File: src/rtl/piso_shift_transmitter.sv
// Parallel-in / serial-out transmitter. Sends WIDTH-bit frames LSB-first (mode 0) or MSB-first (mode 1).
// Optional macro PISO_SHIFT_PARITY_EN appends an even-parity bit to each frame.
module piso_shift_transmitter #(
  parameter int WIDTH = 4
) (
  input  logic             clk,
  input  logic             rst,
  input  logic             load,
  input  logic             mode,
  input  logic [WIDTH-1:0] din,
  output logic             ready,
  output logic             SO,
  output logic             SO_vld,
  output logic             done,
  output logic [WIDTH-1:0] SR
);

  localparam int CW = $clog2(WIDTH + 1);

`ifdef PISO_SHIFT_PARITY_EN
  // The parity bit occupies the extra slot counted as index WIDTH.
  localparam logic [CW-1:0] LAST_CNT = CW'(WIDTH);
`else
  localparam logic [CW-1:0] LAST_CNT = CW'(WIDTH - 1);
`endif

  typedef enum logic [1:0] {
    IDLE  = 2'd0,
    SHIFT = 2'd1,
    DONE  = 2'd2
  } state_t;

  state_t           state_reg, state_next;
  logic [WIDTH-1:0] sr_reg, sr_next;
  logic [CW-1:0]    cnt_reg, cnt_next;
  logic             mode_reg, mode_next;
  logic [WIDTH-1:0] sr_rsh, sr_lsh;

`ifdef PISO_SHIFT_PARITY_EN
  logic             parity_reg, parity_next;
`endif

  assign sr_rsh = {1'b0, sr_reg[WIDTH-1:1]};
  assign sr_lsh = {sr_reg[WIDTH-2:0], 1'b0};

  always_ff @(posedge clk or negedge rst) begin
    if (!rst) begin
      state_reg  <= IDLE;
      sr_reg     <= '0;
      cnt_reg    <= '0;
      mode_reg   <= 1'b0;
`ifdef PISO_SHIFT_PARITY_EN
      parity_reg <= 1'b0;
`endif
    end else begin
      state_reg  <= state_next;
      sr_reg     <= sr_next;
      cnt_reg    <= cnt_next;
      mode_reg   <= mode_next;
`ifdef PISO_SHIFT_PARITY_EN
      parity_reg <= parity_next;
`endif
    end
  end

  always_comb begin
    state_next  = state_reg;
    sr_next     = sr_reg;
    cnt_next    = cnt_reg;
    mode_next   = mode_reg;
`ifdef PISO_SHIFT_PARITY_EN
    parity_next = parity_reg;
`endif
    ready  = 1'b0;
    SO     = 1'b0;
    SO_vld = 1'b0;
    done   = 1'b0;

    unique case (state_reg)
      IDLE: begin
        ready = 1'b1;
        if (load) begin
          sr_next     = din;
          mode_next   = mode;
          cnt_next    = '0;
`ifdef PISO_SHIFT_PARITY_EN
          parity_next = ^din;
`endif
          state_next  = SHIFT;
        end
      end

      SHIFT: begin
        SO_vld  = 1'b1;
        SO      = mode_reg ? sr_reg[WIDTH-1] : sr_reg[0];
`ifdef PISO_SHIFT_PARITY_EN
        if (cnt_reg == CW'(WIDTH)) begin
          SO = parity_reg;
        end
`endif
        // Data is fully drained after WIDTH shifts, so shifting during the
        // parity slot only moves zeros and SR still reads 0 in DONE.
        sr_next = mode_reg ? sr_lsh : sr_rsh;
        // Counter holds on the final slot so it never exceeds its range.
        if (cnt_reg == LAST_CNT) begin
          state_next = DONE;
        end else begin
          cnt_next = cnt_reg + CW'(1);
        end
      end

      DONE: begin
        done       = 1'b1;
        state_next = IDLE;
      end

      default: begin
        state_next = IDLE;
      end
    endcase
  end

  assign SR = sr_reg;

endmodule

File: config.mk
export PLATFORM = sky130hd
export DESIGN_NAME = piso_shift_transmitter
export DESIGN_NICKNAME = d
export VERILOG_FILES = /design/src/rtl/piso_shift_transmitter.sv
export SDC_FILE = /design/constraint.sdc
export NUM_CORES = 1
export LEC_CHECK = 0
export CORE_AREA = 2 2 39 41
export CTS_CLUSTER_DIAMETER = 40
export DETAILED_ROUTE_END_ITERATION = 6
export DIE_AREA = 0 0 41 43
export DONT_BUFFER_PORTS = 1
export GPL_TIMING_DRIVEN = 0
export PLACE_DENSITY_LB_ADDON = 0.1
export SLEW_MARGIN = 0
export SYNTH_ARGS = -nofsm -noshare
export SYNTH_HDL_FRONTEND = slang
export SYNTH_SLANG_ARGS = --single-unit
File: constraint.sdc
create_clock -name clk -period 1.7 [get_ports clk]
set_clock_uncertainty 0.1 [all_clocks]
set_input_delay 0.255 -clock clk [delete_from_list [all_inputs] [get_ports clk]]
set_output_delay 0.255 -clock clk [all_outputs]
set_load 0.01 [all_outputs]
==> results of run 1 <==
==> layout make-up <==
type / count / area, um2 / area share
sequential: 10 / 250.2 / 0.4219
multi-input combinational: 37 / 250.2 / 0.4219
clock buffer: 4 / 36.28 / 0.06118
tap: 16 / 20.02 / 0.03376
inverter: 4 / 15.01 / 0.02532
buffer: 1 / 11.26 / 0.01899
timing repair buffer: 1 / 10.01 / 0.01688
==> final timing paths <==
path / startpoint / endpoint / slack (ps) / cells past startpoint
max in group asynchronous: rst / SR[3] / 910 / 1
worst min register to register: cnt_reg[2] / cnt_reg[2] / 410 / 2
worst max register to register: cnt_reg[0] / cnt_reg[2] / 150 / 5
min in group asynchronous: rst / SR[1] / 270 / 1
worst max-delay path: state_reg[1] / SO / 120 / 3
worst min-delay path: mode / mode_reg / 20 / 1
==> worst max-delay path: stages (launching register included) <==
cell      delay (ps)
dfrtp_1          440
nand2b_1         180
buf_6            150
nor2_1           200
==> kinds of logic after synthesis <==
logic type                 share of synthesized area
and+or+nand+nor                               0.2114
AOI/OAI and AO/OA                             0.1758
DFF                                           0.4751
buffers and inverters                        0.04987
muxes                                        0.04038
adders and majority gates                    0.04750
==> cells in the mapped netlist, types with 2 or more instances <==
| library cell | n |
|---|---|
| nand2b_1 | 3 |
| ha_1 | 2 |
| nor2b_1 | 2 |
| a21oi_1 | 2 |
| o21ai_1 | 2 |
| o31ai_1 | 2 |
| dfrtp_1 | 10 |
| nor2_1 | 5 |
| a211oi_1 | 2 |
| nand2_1 | 5 |
| inv_1 | 3 |
==> report_power, final <==
group          total [uW]  internal (uW)  switching [uW]
Sequential            500            351             149
Clock                 212            130            82.5
Combinational         538            246             292
Total                1250            727             523
==> metal layers <==
metal	global-route usage	share of wire	up-vias
met4	0.08000	0.0037	0
met1	0.1462	0.40	194
met3	0.03665	0.072	2
li1	-	-	191
met5	0	0	-
met2	0.2250	0.53	12
==> layout by cell type, fill, tap and decap left out <==
master,instances
o32ai_1,1
nor2b_1,2
nand2b_1,3
and2_1,1
dfrtp_1,10
and4b_1,1
o2bb2ai_1,1
o31ai_1,2
or3_1,1
ha_1,2
buf_6,1
inv_1,3
a21oi_2,1
mux2i_1,1
mux2_1,1
o21bai_1,1
nand2_1,5
clkbuf_4,3
and2b_1,1
nor2_1,5
o21ai_2,1
a21oi_1,2
and4bb_1,1
dlygate4sd3_1,1
o21ai_1,2
inv_2,1
clkbuf_8,1
a211oi_1,2
==> through the flow <==
step	instance area [um2]	setup WS (ps)	instances	total power (uW)
final	593.1	115.3	73	1250
after global routing	593.1	39.17	73	1351
after CTS	593.1	104.6	73	1265
after global placement	546.8	166.0	68	1006
after detailed placement	546.8	131.1	68	1046
after floorplan	526.8	262.4	52	917.8
==> reports/summary.txt, run 1 <==
Largest net degree at the start of global routing = 11
Layout cells sized above 1 = 0.1404
Top FF cell, synth = dfrtp_1
Clock buffer depth = 2
Post-synth EDFFs = 0
Port bufs = 0
WS Path Type = flop to primary output
Critical path data arrival time = 1230 ps
# nets final = 68
Ranking of synthesized cells by area = dfrtp_1, ha_1, nand2_1, nand2b_1, nor2_1
Vias/cell = 5.466
Post-synthesis sequential area ratio = 0.4751
Syn. warnings = 0
Final Util = 0.4286
Area grow syn2layout = 12.59%
Placer Congestion = 0.6651
Yosys top cell area share = 0.4751
Initial Util = 0.3807
GRT Overall Usage = 0.1369
Post-CTS Setup Inserts = 0
Leakage = 0.0002699 uW
Max IR drop VDD = 864.5 uV
Syn_nets = 62
CP max FO = 9
Htree depth = 1
PwrDens = 2108 nW/um2
Post-detail-place hpwl = 849.3 um
Fillers = 138
Worst skew pair latency = 260 ps
Max reg flops = 4
Num ports = 16
Crit path required time = 1340 ps
Avg Inst Size Synth = 10.13 um2
Post-synthesis register bit count = 10
Run status = finished clean
Clock root cell = clkbuf_4
DRC errors left = 0
Vias post-DR = 399
CTS hold repair buffers = 1
Post-synthesis async set-or-reset flop share = 1.000
Number of library cell types mapped by synthesis = 25
MaxCap Viol Count = 0
ANT nets after route = 0
Max Transition Viols Final = 0
Critical Path End Type = primary output
Num CTS Buffers = 3
Final hold vios = 0
Antenna cell count = 0
Global-route wire length before repair = 1607 um
Remaining global-route overflow = 0
CTS resizes = 0
DIE HEIGHT = 43 um
Synthesized cell area = 526.8 um2
Num rows = 14
Die ar. = 1763 um2
Final setup viols = 0
Clk slew on worst S/H paths = 70 ps
Clock sinks = 10
1st-pass router iterations = 3
Die X = 41 um
Fmax = 631.0 MHz
DRT Wirelength = 1072 um
WL/cell = 14.68 um
WHS = 24.03 ps
Synthesized instance count = 52
RSZ-0062 raised after global routing = false
CTS tree = yes
Final Cycle Share = 0.9322
Post-route minimum period = 1585 ps
Initial DRC Count = 4
Leading area contributor after synthesis = dfrtp_1
Relative slew margins = 0.6252
Transition time at the pin with the least slew margin = 561.1 ps
Worst min-delay path class = primary input to flop
Initial antenna violation count = 0
TNS Setup = 0 ps
Vias in the first global route = 382
Core area = 1384 um2
Crit path launch type = flop
Power figures use the tool's default switching activity.
==> run 2, diff against run 1 <==
- CORE_AREA: 2 2 39 41 -> 10 10 47 49
- DIE_AREA: 0 0 41 43 -> 0 0 57 59
==> run 2 against run 1 <==
  * Sequential share of layout area did not move
  * Die area rose by 91%
  * Clock power fell by 2%
  * Cell count did not move
  * Worst hold slack improved by 9.1 ps
  * Combinational power rose by 0.7%
==> reports/summary.txt, run 2 (same netlist as run 1, synthesis figures left out) <==
Run status = finished clean
Clock buffer depth = 2
Final setup viols = 0
Vias post-DR = 405
MaxCap Viol Count = 0
Fmax = 626.1 MHz
RSZ-0062 raised after global routing = false
WL/cell = 16.58 um
Crit path required time = 1340 ps
Core area = 1401 um2
Die X = 57 um
Slowest-stage cell, CP = dfrtp_1
Relative slew margins = 0.6455
Die ar. = 3363 um2
DIE HEIGHT = 59 um
Worst skew pair latency = 260 ps
Cell area after placement = 546.8 um2
Max IR drop VDD = 784.0 uV
Fillers = 140
Cell Chain, Critical Path = nand2b_1, buf_6, nor2_1
Worst min-delay path class = primary input to flop
Max reg flops = 4
Vias in the first global route = 411
Worst path max stage delay = 440 ps
Most frequent cells in the layout = dfrtp_1, nor2_1, nand2_1
Commonest non-fill, non-tap cell in the layout = dfrtp_1
Post-route minimum period = 1597 ps
TNS Setup = 0 ps
DRT Wirelength = 1210 um
# nets final = 68
Area grow syn2layout = 12.59%
Placer Congestion = 0.7922
CP max FO = 9
WS Path Type = flop to primary output
CTS resizes = 0
Initial DRC Count = 9
Antenna cell count = 0
1st-pass router iterations = 4
Port bufs = 0
Clk slew on worst S/H paths = 60 ps
Post-Layout Inst Area = 593.1 um2
Leakage = 0.0002699 uW
Num ports = 16
Transition time at the pin with the least slew margin = 530.6 ps
Remaining global-route overflow = 0
Htree depth = 1
Post-detail-place hpwl = 1001 um
Post-CTS Setup Inserts = 0
CTS tree = yes
Vias/cell = 5.548
Register area = 250.2 um2
GRT Overall Usage = 0.07018
Critical path data arrival time = 1240 ps
Crit path launch type = flop
Final hold vios = 0
Largest net degree at the start of global routing = 11
Initial antenna violation count = 0
Global-route wire length before repair = 1904 um
Final Cycle Share = 0.9396
Num rows = 14
PwrDens = 2117 nW/um2
Clock root cell = clkbuf_4
Max Transition Viols Final = 0
ANT nets after route = 0
Multi-input gate area = 250.2 um2
Critical Path End Type = primary output
Layout cells sized above 1 = 0.1404
Initial Util = 0.3759
Clock sinks = 10
Num CTS Buffers = 3
DRC errors left = 0
==> run 2: per-stage QoR <==
stage / power (uW) / setup slack (ps) / hold slack, ps / instances / util
6_report: 1256 / 102.8 / 33.12 / 73 / 0.4232
5_1_grt: 1364 / 40.27 / 23.18 / 73 / 0.4232
4_1_cts: 1275 / 88.76 / 29.98 / 73 / 0.4232
3_5_place_dp: 1057 / 112.4 / -140.1 / 68 / 0.3902
3_3_place_gp: 1011 / 170.3 / -140.2 / 68 / 0.3902
2_1_floorplan: 917.8 / 262.4 / -140.6 / 52 / -
==> run 2: layer usage <==
| metal | track usage | part of all wire | up-vias |
|---|---|---|---|
| li1 | - | - | 195 |
| met1 | 0.07786 | 0.40 | 192 |
| met2 | 0.1085 | 0.45 | 16 |
| met3 | 0.03863 | 0.13 | 2 |
| met4 | 0.03020 | 0.017 | 0 |
| met5 | 0 | 0 | - |
==> run 2: final timing paths <==
| path | start | to | slack [ps] | cells after the start |
|---|---|---|---|---|
| min reg2reg | cnt_reg[2] | cnt_reg[2] | 430 | 2 |
| max | state_reg[1] | SO | 100 | 3 |
| min | mode | mode_reg | 30 | 1 |
| min in group asynchronous | rst | SR[2] | 280 | 1 |
| max reg2reg | cnt_reg[0] | cnt_reg[2] | 120 | 5 |
| max in group asynchronous | rst | mode_reg | 920 | 1 |
==> run 2: critical path: cells and delay by family, from the launching register on <==
family	cells	cell delay (ps)
AND/OR/NAND/NOR	2	400
buffers and inverters	1	150
flip-flops	1	440
==> run 2: cell type report <==
cell class / count / area share
buffer: 1 / 0.01899
sequential: 10 / 0.4219
tap: 16 / 0.03376
inverter: 4 / 0.02532
clock buffer: 4 / 0.06118
multi-input combinational: 37 / 0.4219
timing repair buffer: 1 / 0.01688
==> run 2: report_power, final <==
part / total (uW) / switching (uW) / internal [uW]
Sequential: 506 / 154 / 352
Clock: 208 / 77.9 / 130
Combinational: 542 / 297 / 245
==> run 2: what timing repair did <==
action / 4_1_cts / 5_1_grt
hold buffers: 1 / 0
setup endpoints to repair: 0 / 0
endpoints found under the hold margin: 10 / 0
